**src/rtl/raw10_unpack_if.sv**
```systemverilog
// Stream bundle for raw10_unpack: CSI-2 lane words in, pixel pairs and line status out.
interface raw10_unpack_if;
  logic [15:0] in_data;
  logic        in_valid;
  logic [15:0] out_data;
  logic        out_valid;
  logic        out_line_done;
  logic        err_len;
  logic        err_partial;

  modport master (
    output in_data, in_valid,
    input  out_data, out_valid, out_line_done, err_len, err_partial
  );

  modport slave (
    input  in_data, in_valid,
    output out_data, out_valid, out_line_done, err_len, err_partial
  );
endinterface

```
**src/rtl/raw10_unpack.sv**
```systemverilog
// RAW10 2-lane unpacker: 5-byte groups -> two 8-bit pixel-pair words, with line length checking.
// Define RAW10_ROUND_EN for round-half-up 10->8 bit conversion with saturation (default truncates).
module raw10_unpack #(
  parameter int LINE_LENGTH = 640,
  parameter int CNT_WIDTH   = $clog2(LINE_LENGTH/2+1)
) (
  input logic          clk,
  input logic          rst,
  raw10_unpack_if.slave bus
);

`ifdef RAW10_ROUND_EN
  localparam logic ROUND_EN = 1'b1;
`else
  localparam logic ROUND_EN = 1'b0;
`endif

  localparam int                   WPL   = LINE_LENGTH / 2;
  localparam logic [CNT_WIDTH-1:0] WPL_C = CNT_WIDTH'(WPL);

  typedef enum logic [1:0] {IDLE, LINE, DRAIN} state_t;

  state_t               state;
  logic [3:0][7:0]      acc;
  logic [2:0]           acc_cnt;
  logic [15:0]          pend;
  logic                 pend_v;
  logic [CNT_WIDTH-1:0] word_cnt;
  logic                 overlong;

  logic                 take;
  logic [5:0][7:0]      tmp;
  logic [2:0]           tmp_cnt;
  logic                 grp;
  logic [3:0][7:0]      pix;
  logic                 emit;
  logic [15:0]          emit_word;
  logic                 keep;
  logic                 ovl_n;
  logic                 drain_n;
  logic                 done_n;

  // (P + 2) >> 2 with saturation; with rounding disabled this reduces to P[9:2].
  function automatic logic [7:0] to8(input logic [9:0] p);
    logic [8:0] s;
    s = 9'((11'(p) + (ROUND_EN ? 11'd2 : 11'd0)) >> 2);
    return s[8] ? 8'hFF : s[7:0];
  endfunction

  always_comb begin
    take    = bus.in_valid && (state != DRAIN);
    tmp     = {16'h0, acc};
    tmp_cnt = acc_cnt;
    // Bytes above acc_cnt are kept zero, so the append is a plain shifted OR.
    if (take) begin
      tmp     = tmp | ({32'h0, bus.in_data} << {acc_cnt, 3'b000});
      tmp_cnt = acc_cnt + 3'd2;
    end
    grp       = (tmp_cnt >= 3'd5);
    pix[0]    = to8({tmp[0], tmp[4][1:0]});
    pix[1]    = to8({tmp[1], tmp[4][3:2]});
    pix[2]    = to8({tmp[2], tmp[4][5:4]});
    pix[3]    = to8({tmp[3], tmp[4][7:6]});
    emit      = grp || pend_v;
    emit_word = grp ? {pix[1], pix[0]} : pend;
    keep      = emit && (word_cnt < WPL_C);
    ovl_n     = overlong || (emit && !keep);
    drain_n   = ((state == LINE) && !bus.in_valid) || ((state == DRAIN) && !bus.out_line_done);
    done_n    = drain_n && !keep;
  end

  always_ff @(posedge clk) begin
    if (rst) begin
      state             <= IDLE;
      acc               <= '0;
      acc_cnt           <= '0;
      pend              <= '0;
      pend_v            <= 1'b0;
      word_cnt          <= '0;
      overlong          <= 1'b0;
      bus.out_data      <= '0;
      bus.out_valid     <= 1'b0;
      bus.out_line_done <= 1'b0;
      bus.err_len       <= 1'b0;
      bus.err_partial   <= 1'b0;
    end else begin
      bus.out_valid <= keep;
      if (keep) begin
        bus.out_data <= emit_word;
        word_cnt     <= word_cnt + CNT_WIDTH'(1);
      end
      overlong <= ovl_n;
      if (take) begin
        acc_cnt <= grp ? tmp_cnt - 3'd5 : tmp_cnt;
        acc     <= grp ? {24'h0, tmp[5]} : tmp[3:0];
      end
      pend_v <= grp;
      if (grp) pend <= {pix[3], pix[2]};
      // Done is predicted one edge early so it lands in the first empty DRAIN cycle.
      bus.out_line_done <= done_n;
      bus.err_len       <= done_n && ((word_cnt != WPL_C) || ovl_n);
      bus.err_partial   <= done_n && (acc_cnt != 3'd0);
      case (state)
        IDLE:    if (bus.in_valid) state <= LINE;
        LINE:    if (!bus.in_valid) state <= DRAIN;
        DRAIN: begin
          if (bus.out_line_done) begin
            state    <= IDLE;
            acc      <= '0;
            acc_cnt  <= '0;
            pend_v   <= 1'b0;
            word_cnt <= '0;
            overlong <= 1'b0;
          end
        end
        default: state <= IDLE;
      endcase
    end
  end

endmodule
```
**src/flat_wrapper.sv**
```systemverilog
// flat-port wrapper written by rule: the top's interface ports become plain ports
module raw10_unpack_flat 
#(
  parameter int LINE_LENGTH = 640,
  parameter int CNT_WIDTH   = $clog2(LINE_LENGTH/2+1)
)
  (clk, rst, bus_in_data, bus_in_valid, bus_out_data, bus_out_valid, bus_out_line_done, bus_err_len, bus_err_partial);
  raw10_unpack_if bus_i ();
  input logic clk;
  input logic rst;
  input wire logic [$bits(bus_i.in_data)-1:0] bus_in_data;
  input wire logic [$bits(bus_i.in_valid)-1:0] bus_in_valid;
  output wire logic [$bits(bus_i.out_data)-1:0] bus_out_data;
  output wire logic [$bits(bus_i.out_valid)-1:0] bus_out_valid;
  output wire logic [$bits(bus_i.out_line_done)-1:0] bus_out_line_done;
  output wire logic [$bits(bus_i.err_len)-1:0] bus_err_len;
  output wire logic [$bits(bus_i.err_partial)-1:0] bus_err_partial;
  assign bus_i.in_data = bus_in_data;
  assign bus_i.in_valid = bus_in_valid;
  assign bus_out_data = bus_i.out_data;
  assign bus_out_valid = bus_i.out_valid;
  assign bus_out_line_done = bus_i.out_line_done;
  assign bus_err_len = bus_i.err_len;
  assign bus_err_partial = bus_i.err_partial;
  raw10_unpack #(.LINE_LENGTH(LINE_LENGTH), .CNT_WIDTH(CNT_WIDTH)) u_core (.clk(clk), .rst(rst), .bus(bus_i));
endmodule
```
**config.mk**
```make
export PLATFORM = sky130hd
export DESIGN_NAME = raw10_unpack_flat
export DESIGN_NICKNAME = d
export VERILOG_FILES = /design/src/rtl/raw10_unpack_if.sv /design/src/rtl/raw10_unpack.sv /design/src/flat_wrapper.sv
export SDC_FILE = /design/constraint.sdc
export NUM_CORES = 1
export LEC_CHECK = 0
export ABC_CLOCK_PERIOD_IN_PS = 1800
export BUFFER_PORTS_ARGS = -buffer_cell sky130_fd_sc_hd__buf_4
export CAP_MARGIN = 0
export CORE_MARGIN = 3
export CORE_UTILIZATION = 54
export CTS_BUF_LIST = sky130_fd_sc_hd__clkbuf_4 sky130_fd_sc_hd__clkbuf_8
export DETAILED_ROUTE_END_ITERATION = 10
export GPL_TIMING_DRIVEN = 0
export PLACE_DENSITY = 0.79
export SLEW_MARGIN = 30
export SYNTH_ARGS = -nofsm -noshare
export SYNTH_HDL_FRONTEND = slang
export SYNTH_SLANG_ARGS = --single-unit
```
**constraint.sdc**
```tcl
create_clock -name clk -period 1.8 [get_ports clk]
set_input_delay 0.09 -clock clk [delete_from_list [all_inputs] [get_ports clk]]
set_output_delay 0.09 -clock clk [all_outputs]
set_load 0.005 [all_outputs]
```
### Word-level counts from Yosys, hierarchy flattened

Cells that the tools add are included.

| word-level totals | value |
|---|---|
| flip-flop bits (word level) | 84 |
| output and inout port bits | 20 |
| word-level logic and storage cells | 69 |
| input port bits | 19 |

| cells by class | value |
|---|---|
| equal/unequal tests | 7 |
| add/subtract/negate cells | 3 |
| bitwise gates (word level) | 1 |
| magnitude comparators | 2 |
| mux-type cells | 22 |
| reductions and logical operators | 18 |
| shifts and indexed selects | 1 |

Operators by type and width:

| operator | count |
|---|---|
| 32-bit two-way mux | 4 |
| 48-bit two-way mux | 1 |
| 32-bit by 48-bit bitwise OR with 48-bit output | 1 |
| 16-bit by 6-bit left shift with 48-bit output | 1 |
| 9-bit two-way mux | 3 |
| 16-bit two-way mux | 1 |
| 3-bit two-way mux | 5 |
| 9-bit by 1-bit adder with 9-bit output, second input constant | 1 |
| 9-bit less-than comparator, second input constant | 1 |
| 9-bit != test, second input constant | 1 |
| 1-bit logical AND | 8 |
| 2-bit two-way mux | 3 |
| 2-bit != test, second input constant | 3 |
| 2-bit one-hot mux with 3 select lines | 1 |
| 1-bit logical OR | 4 |
| 1-bit two-way mux | 4 |
| 3-bit by 2-bit adder with 3-bit output, second input constant | 1 |
| 3-bit >= comparator, second input constant | 1 |
| 1-bit zero test | 3 |
| 3-bit AND reduction | 1 |
| 3-bit nonzero test | 1 |
| 3-bit subtractor, second input constant | 1 |
| 2-bit by 1-bit == test with 1-bit output, second input constant | 1 |
| 2-bit == test, second input constant | 1 |
| 2 further kinds | 2 |

### Logic depth before layout (Yosys ltp)

| depth | value |
|---|---|
| depth after elaboration | 11 |
| gate-level depth with buffers | 8 |
| mapped depth without buffers | 5 |

### Least setup slack after synthesis

Ideal clock, no wire load.

| timing path | value |
|---|---|
| kind | register to register |
| start point | register u_core.state[0] |
| end point | register u_core.word_cnt[6] |
| setup time | 0.071 ns |
| buffers on the path | 2 |
| data required time | 1.729 ns |
| setup slack | 0.021 ns |
| period minus slack after synthesis | 1.779 ns |
| stages on the path, launching flop included | 8 |
| data arrival time | 1.708 ns |
| cells stage by stage | dfxtp_1 > nand2b_1 > buf_4 > a211oi_4 > o31ai_1 > buf_2 > or3_1 > a21oi_1 |

| between the ends | value |
|---|---|
| word-level cells in the longest chain between the ends | 9 |
| elaborated cells on any way between the ends | 10 |
| classes of those cells | 1 x order compare; 2 x eq/ne; 4 x mux; 3 x reduce/logical |

RTL lines:

| element | RTL line | RTL |
|---|---|---|
| start, declared | raw10_unpack.sv:23 | `state_t state;` |
| start signal, assigned | raw10_unpack.sv:74 | `state <= IDLE;` |
| start signal, assigned | raw10_unpack.sv:104 | `IDLE: if (bus.in_valid) state <= LINE;` |
| start signal, assigned | raw10_unpack.sv:105 | `LINE: if (!bus.in_valid) state <= DRAIN;` |
| 2-bit != test | raw10_unpack.sv:51 | `take = bus.in_valid && (state != DRAIN);` |
| 1-bit logical AND | raw10_unpack.sv:51 |  |
| 3-bit two-way mux | raw10_unpack.sv:55 | `if (take) begin` |
| 3-bit >= comparator | raw10_unpack.sv:59 | `grp = (tmp_cnt >= 3'd5);` |
| 1-bit logical OR | raw10_unpack.sv:64 | `emit = grp \|\| pend_v;` |
| 1-bit logical AND | raw10_unpack.sv:66 | `keep = emit && (word_cnt < WPL_C);` |
| 9-bit two-way mux | raw10_unpack.sv:88 | `if (keep) begin` |
| 9-bit two-way mux | raw10_unpack.sv:107 | `if (bus.out_line_done) begin` |
| 9-bit two-way mux * | raw10_unpack.sv:103 | `case (state)` |
| end signal, assigned | raw10_unpack.sv:90 | `word_cnt <= word_cnt + CNT_WIDTH'(1);` |
| end, declared | raw10_unpack.sv:28 | `logic [CNT_WIDTH-1:0] word_cnt;` |

Mark *: on every way between the ends. The rest lies on a longest branch, timed or not.
A chain may end at the register's enable or synchronous reset.

### Worst setup path in the final report

| timing path | value |
|---|---|
| start point | register u_core.acc_cnt[2] |
| end point | register u_core.bus.out_data[0] |

| between the ends | value |
|---|---|
| word-level cells in the longest chain between the ends | 5 |
| elaborated cells on any way between the ends | 9 |
| classes of those cells | 1 x add/sub; 1 x order compare; 1 x shift; 3 x mux; 1 x bitwise; 2 x reduce/logical |

RTL lines:

| element | RTL line | RTL |
|---|---|---|
| start, declared | raw10_unpack.sv:25 | `logic [2:0] acc_cnt;` |
| start signal, assigned | raw10_unpack.sv:94 | `acc_cnt <= grp ? tmp_cnt - 3'd5 : tmp_cnt;` |
| 3-bit by 2-bit adder with 3-bit output | raw10_unpack.sv:57 | `tmp_cnt = acc_cnt + 3'd2;` |
| 3-bit two-way mux | raw10_unpack.sv:55 |  |
| 3-bit >= comparator | raw10_unpack.sv:59 |  |
| 1-bit logical OR | raw10_unpack.sv:64 |  |
| 1-bit logical AND | raw10_unpack.sv:66 |  |
| end signal, assigned | raw10_unpack.sv:89 | `bus.out_data <= emit_word;` |
| end, declared | raw10_unpack_if.sv:18 | `output out_data, out_valid, out_line_done, err_len, err_partial` |

Several ways; a longest one is shown, not always the timed one.

==> results by stage <==
Clocking:
- The insertion delay of the later-clocked pin in the worst-skew pair is 0.36 ns.
- The buffer type at the clock tree root is clkbuf_8.
- The maximum clock path buffer count is 2.
- Clock-pin slew was measured on the worst setup and hold paths at 0.09 ns.
- The number of buffers created by CTS is 9.
- The depth of the CTS H-tree is 3.
- TritonCTS built the clock tree.
- The number of clock sinks is 84.

Cells and area:
- The number of fill cells is 363.
- Leaving out fill and tap cells, the most frequent cells in the layout are dfxtp_1 (80), buf_4 (69), nor2_1 (51).
- Summing all multi-input logic gate instances after layout gives 1980 um2.
- The number of antenna cells inserted is 0.
- The leading cell type in the layout, fill and taps excluded is dfxtp_1.
- Excluding fillers, the count of instances in the completed layout stands at 584.
- The post-route netlist has 34.0% of its cells at a drive strength greater than 1.
- The net count of the finished layout is 525.
- Summing all flip-flop and latch instances after layout gives 1690 um2.
- The synthesis-to-finish area growth is 38.5%.

Critical path:
- The worst reg-to-reg setup slack is -0.16 ns.
- The slowest cell on the critical path is dfxtp_2.
- The dominant cell type by count on the critical path is buf_6.
- The cell family with the largest share of critical-path delay is compound AO/OA/AOI/OAI gates.
- The class of the most critical setup path is register to register.
- The maximum fanout along the worst path is 6.
- For the worst setup path, the data required time is 2.03 ns.
- On the worst path, the slowest cell contributes a delay of 0.35 ns.
- STA classifies the critical path startpoint as a register.
- The critical path goes through buf_6 -> and3b_2 -> o211a_4 -> buf_6 -> nor2_4 -> buf_8 -> buf_6 -> a2111oi_2 -> a2111oi_0.
- The count of buffer and inverter cells on the critical path is 4.
- The worst setup path is captured at a register.
- The arrival time at the worst endpoint is 2.18 ns.

Routing:
- The total DRC errors in the routed layout is 0.
- The number of design-rule violations left by the first detailed-router iteration is 306.
- The first TritonRoute pass finished after 5 iterations.
- The post-route antenna net violation count is 0.
- Dividing the detail-routed via count by the number of cells gives 6.19.
- After detailed routing, the total wire length is 11300 um.
- For this block, the via count after detailed routing is 3614.
- In the final routed layout, each cell accounts on average for 19.4 um.

Timing:
- For this run, the top clock speed supported by timing is 0.511 GHz.
- The number of hold violations in the final report came to 0.
- In the finished design, the share of the clock period the worst path needs comes to 109%.
- The minimum clock period after layout is 1.96 ns.
- The remaining max-slew budget at the tightest pin is 49.4%.
- Setup repair after global routing could not meet its margin everywhere.
- The slew of the pin with the lowest slew margin is 0.760 ns.
- The count of pins over their slew limit is 0.
- The setup violation total in the final timing report is 36.
- For the final database, setup skew stands at 0.0111 ns.
- The worst setup slack after layout is -0.158 ns.
- The accumulated negative setup slack is -2.30 ns.

Power and ir drop:
- In this run switching power makes up 30.0% of total power.
- The total power density per cell area is 800 nW/um2.
- The total leakage power is 1.84 nW.
- VDD sags by at most 0.696 mV.
- The clock group share of total power is 32.3%.
- Sequential cells account for 51.2% of the total power.
- The post-layout total power is 3.93 mW.
- The switching power summed over all nets is 1.18 mW.
- The internal portion of the total power is 2.75 mW.
- The share of total power dissipated in combinational logic is 16.5%.

Job:
- The tool flagged a number of max-cap violations equal to 0.

GRT:
- The initial antenna violation count was 0.
- The overall track demand over capacity in global routing is 27.7%.
- The via count of the first global-routing pass is 3345.
- Entering global routing, the biggest net connects 17 pins.
- The wire length of the first global-routing pass is 16200 um.
- After global routing the overflow that remains totals 0.

Outcome:
- The flow ran to the end, but the final reports show violations.
- The final reports fail on setup timing.

Die:
- The full die area is 7580 um2.
- The height of the chip is 87.0 um.
- The floorplan step defined a core boundary enclosing 6130 um2.
- From left edge to right edge, the die measures 87.0 um.
- The starting utilization of the core area is 57.8%.
- The boundary pin count is 39.
- The number of placement rows is 28.

Yosys:
- The netlist uses 46 different library cells.
- Counting every net in the synthesized netlist gives 443.
- The synthesized cell area is 3550 um2.
- The number of synthesized register bits is 84.
- The cell count after synthesis is 422.
- The dominant synthesized flop cell is dfxtp_1.
- Summing the sequential cell areas from Yosys gives 47.4% of the chip area.
- The async set-reset flop share out of synthesis is 0%.
- In this run, synthesis inferred 0 flip-flops with an integrated enable.
- During synthesis, Yosys emitted a total of 0 warnings.
- The mean instance size in the synthesized netlist is 8.40 um2.

Place:
- Input and output buffers added on the ports amount to 37.
- After detailed placement, the design holds a cell count of 534.
- At the end of routability-driven placement, the weighted congestion stood at 0.909.
- After legalization and detailed placement, the total HPWL measured 6550 um.
- OpenSTA, run right after detailed placement, puts the worst setup slack at -0.483 ns.

Min path:
- The path category of the worst min-delay check is input pin to register.
cells in the mapped netlist, types with 2 or more instances:
library cell	instances	area share [%]
buf_6	2	0.64
or3_1	5	0.88
a2111oi_0	11	2.7
o221ai_1	8	2.0
o21ai_0	18	2.5
a21oi_1	42	5.9
buf_4	3	0.64
inv_1	39	4.1
buf_2	7	0.99
ha_1	2	0.71
a211oi_1	24	5.1
nand2_1	25	2.6
nor3_1	21	3.0
and3_1	2	0.35
a2111oi_1	5	1.4
dfxtp_1	84	47
o22ai_1	8	1.4
nand3_1	6	0.85
nor2b_1	2	0.35
nor3b_1	2	0.42
o21bai_1	8	1.7
nand2b_1	4	0.71
clkbuf_1	18	1.9
nor2_1	54	5.7
state kept, by name (all words and copies together), names as in the netlist:
register and cells:
u_core.acc 32, u_core.bus.out_data 16, u_core.pend 16, u_core.word_cnt 9, u_core.acc_cnt 3, u_core.state 2, u_core.bus.err_len 1, u_core.bus.err_partial 1
u_core.bus.out_line_done 1, u_core.bus.out_valid 1, u_core.overlong 1, u_core.pend_v 1
cell families after synthesis:
group           count (synthesis)  share of synthesized area [%]
compound gates                136                           26.5
xor+xnor                        2                          0.494
fa+ha+maj                       2                          0.706
buf+inv                        69                           8.29
flops                          84                           47.4
simple gates                  129                           16.6
worst paths after layout:
| kind | depth (start not counted) | from | endpoint |
|---|---|---|---|
| min reg2reg | 2 | u_core.acc[14] | u_core.acc[14] |
| min | 2 | bus_in_valid | u_core.state[0] |
| max | 9 | u_core.acc_cnt[2] | u_core.bus.out_data[0] |
| max reg2reg | 9 | u_core.acc_cnt[2] | u_core.bus.out_data[0] |
routing by layer:
layer / track usage [%] / wire length (um) / vias to the layer above
met5: 0 / 0 / -
met4: 11.0 / 389 / 0
met3: 6.53 / 903 / 45
met2: 46.1 / 5570 / 201
met1: 34.6 / 4450 / 1707
li1: - / - / 1661
through the flow:
| stage | cell area [um2] | util, % | hold WS (ns) |
|---|---|---|---|
| final | 4910 | 80.1 | 0.101 |
| after floorplan | 3550 | - | 0.299 |
| after detailed placement | 3920 | 63.9 | 0.443 |
| after global placement | 3920 | 63.9 | 0.433 |
| after CTS | 4570 | 74.5 | 0.0955 |
| after global routing | 4910 | 80.1 | 0.113 |
cell type report:
cell class              count  area share [%]
inverters                  39            2.98
clock buffers               9            2.52
plain buffers              25            3.95
repair buffers             76            12.7
flip-flops and latches     84            34.3
clock inverters             7            1.20
well taps                  75            1.91
multi-input cells         269            40.4
power by group through the flow:
stage | registers (mW) | logic [mW] | clock network, mW
after floorplan | 2.03 | 0.288 | 0
after global placement | 2.03 | 0.431 | 0
after detailed placement | 2.04 | 0.441 | 0
after CTS | 2.00 | 0.539 | 1.27
after global routing | 2.02 | 0.696 | 1.35
final | 2.01 | 0.649 | 1.27
timing repair:
action / in CTS / in global routing
pin swaps: 13 / 18
gates resized for setup: 76 / 55
setup endpoints to repair: 77 / 68
buffers inserted: 20 / 17
hold buffers: 0 / 0
gates cloned: 2 / 1
No activity file was read; power rests on OpenSTA's default activity.
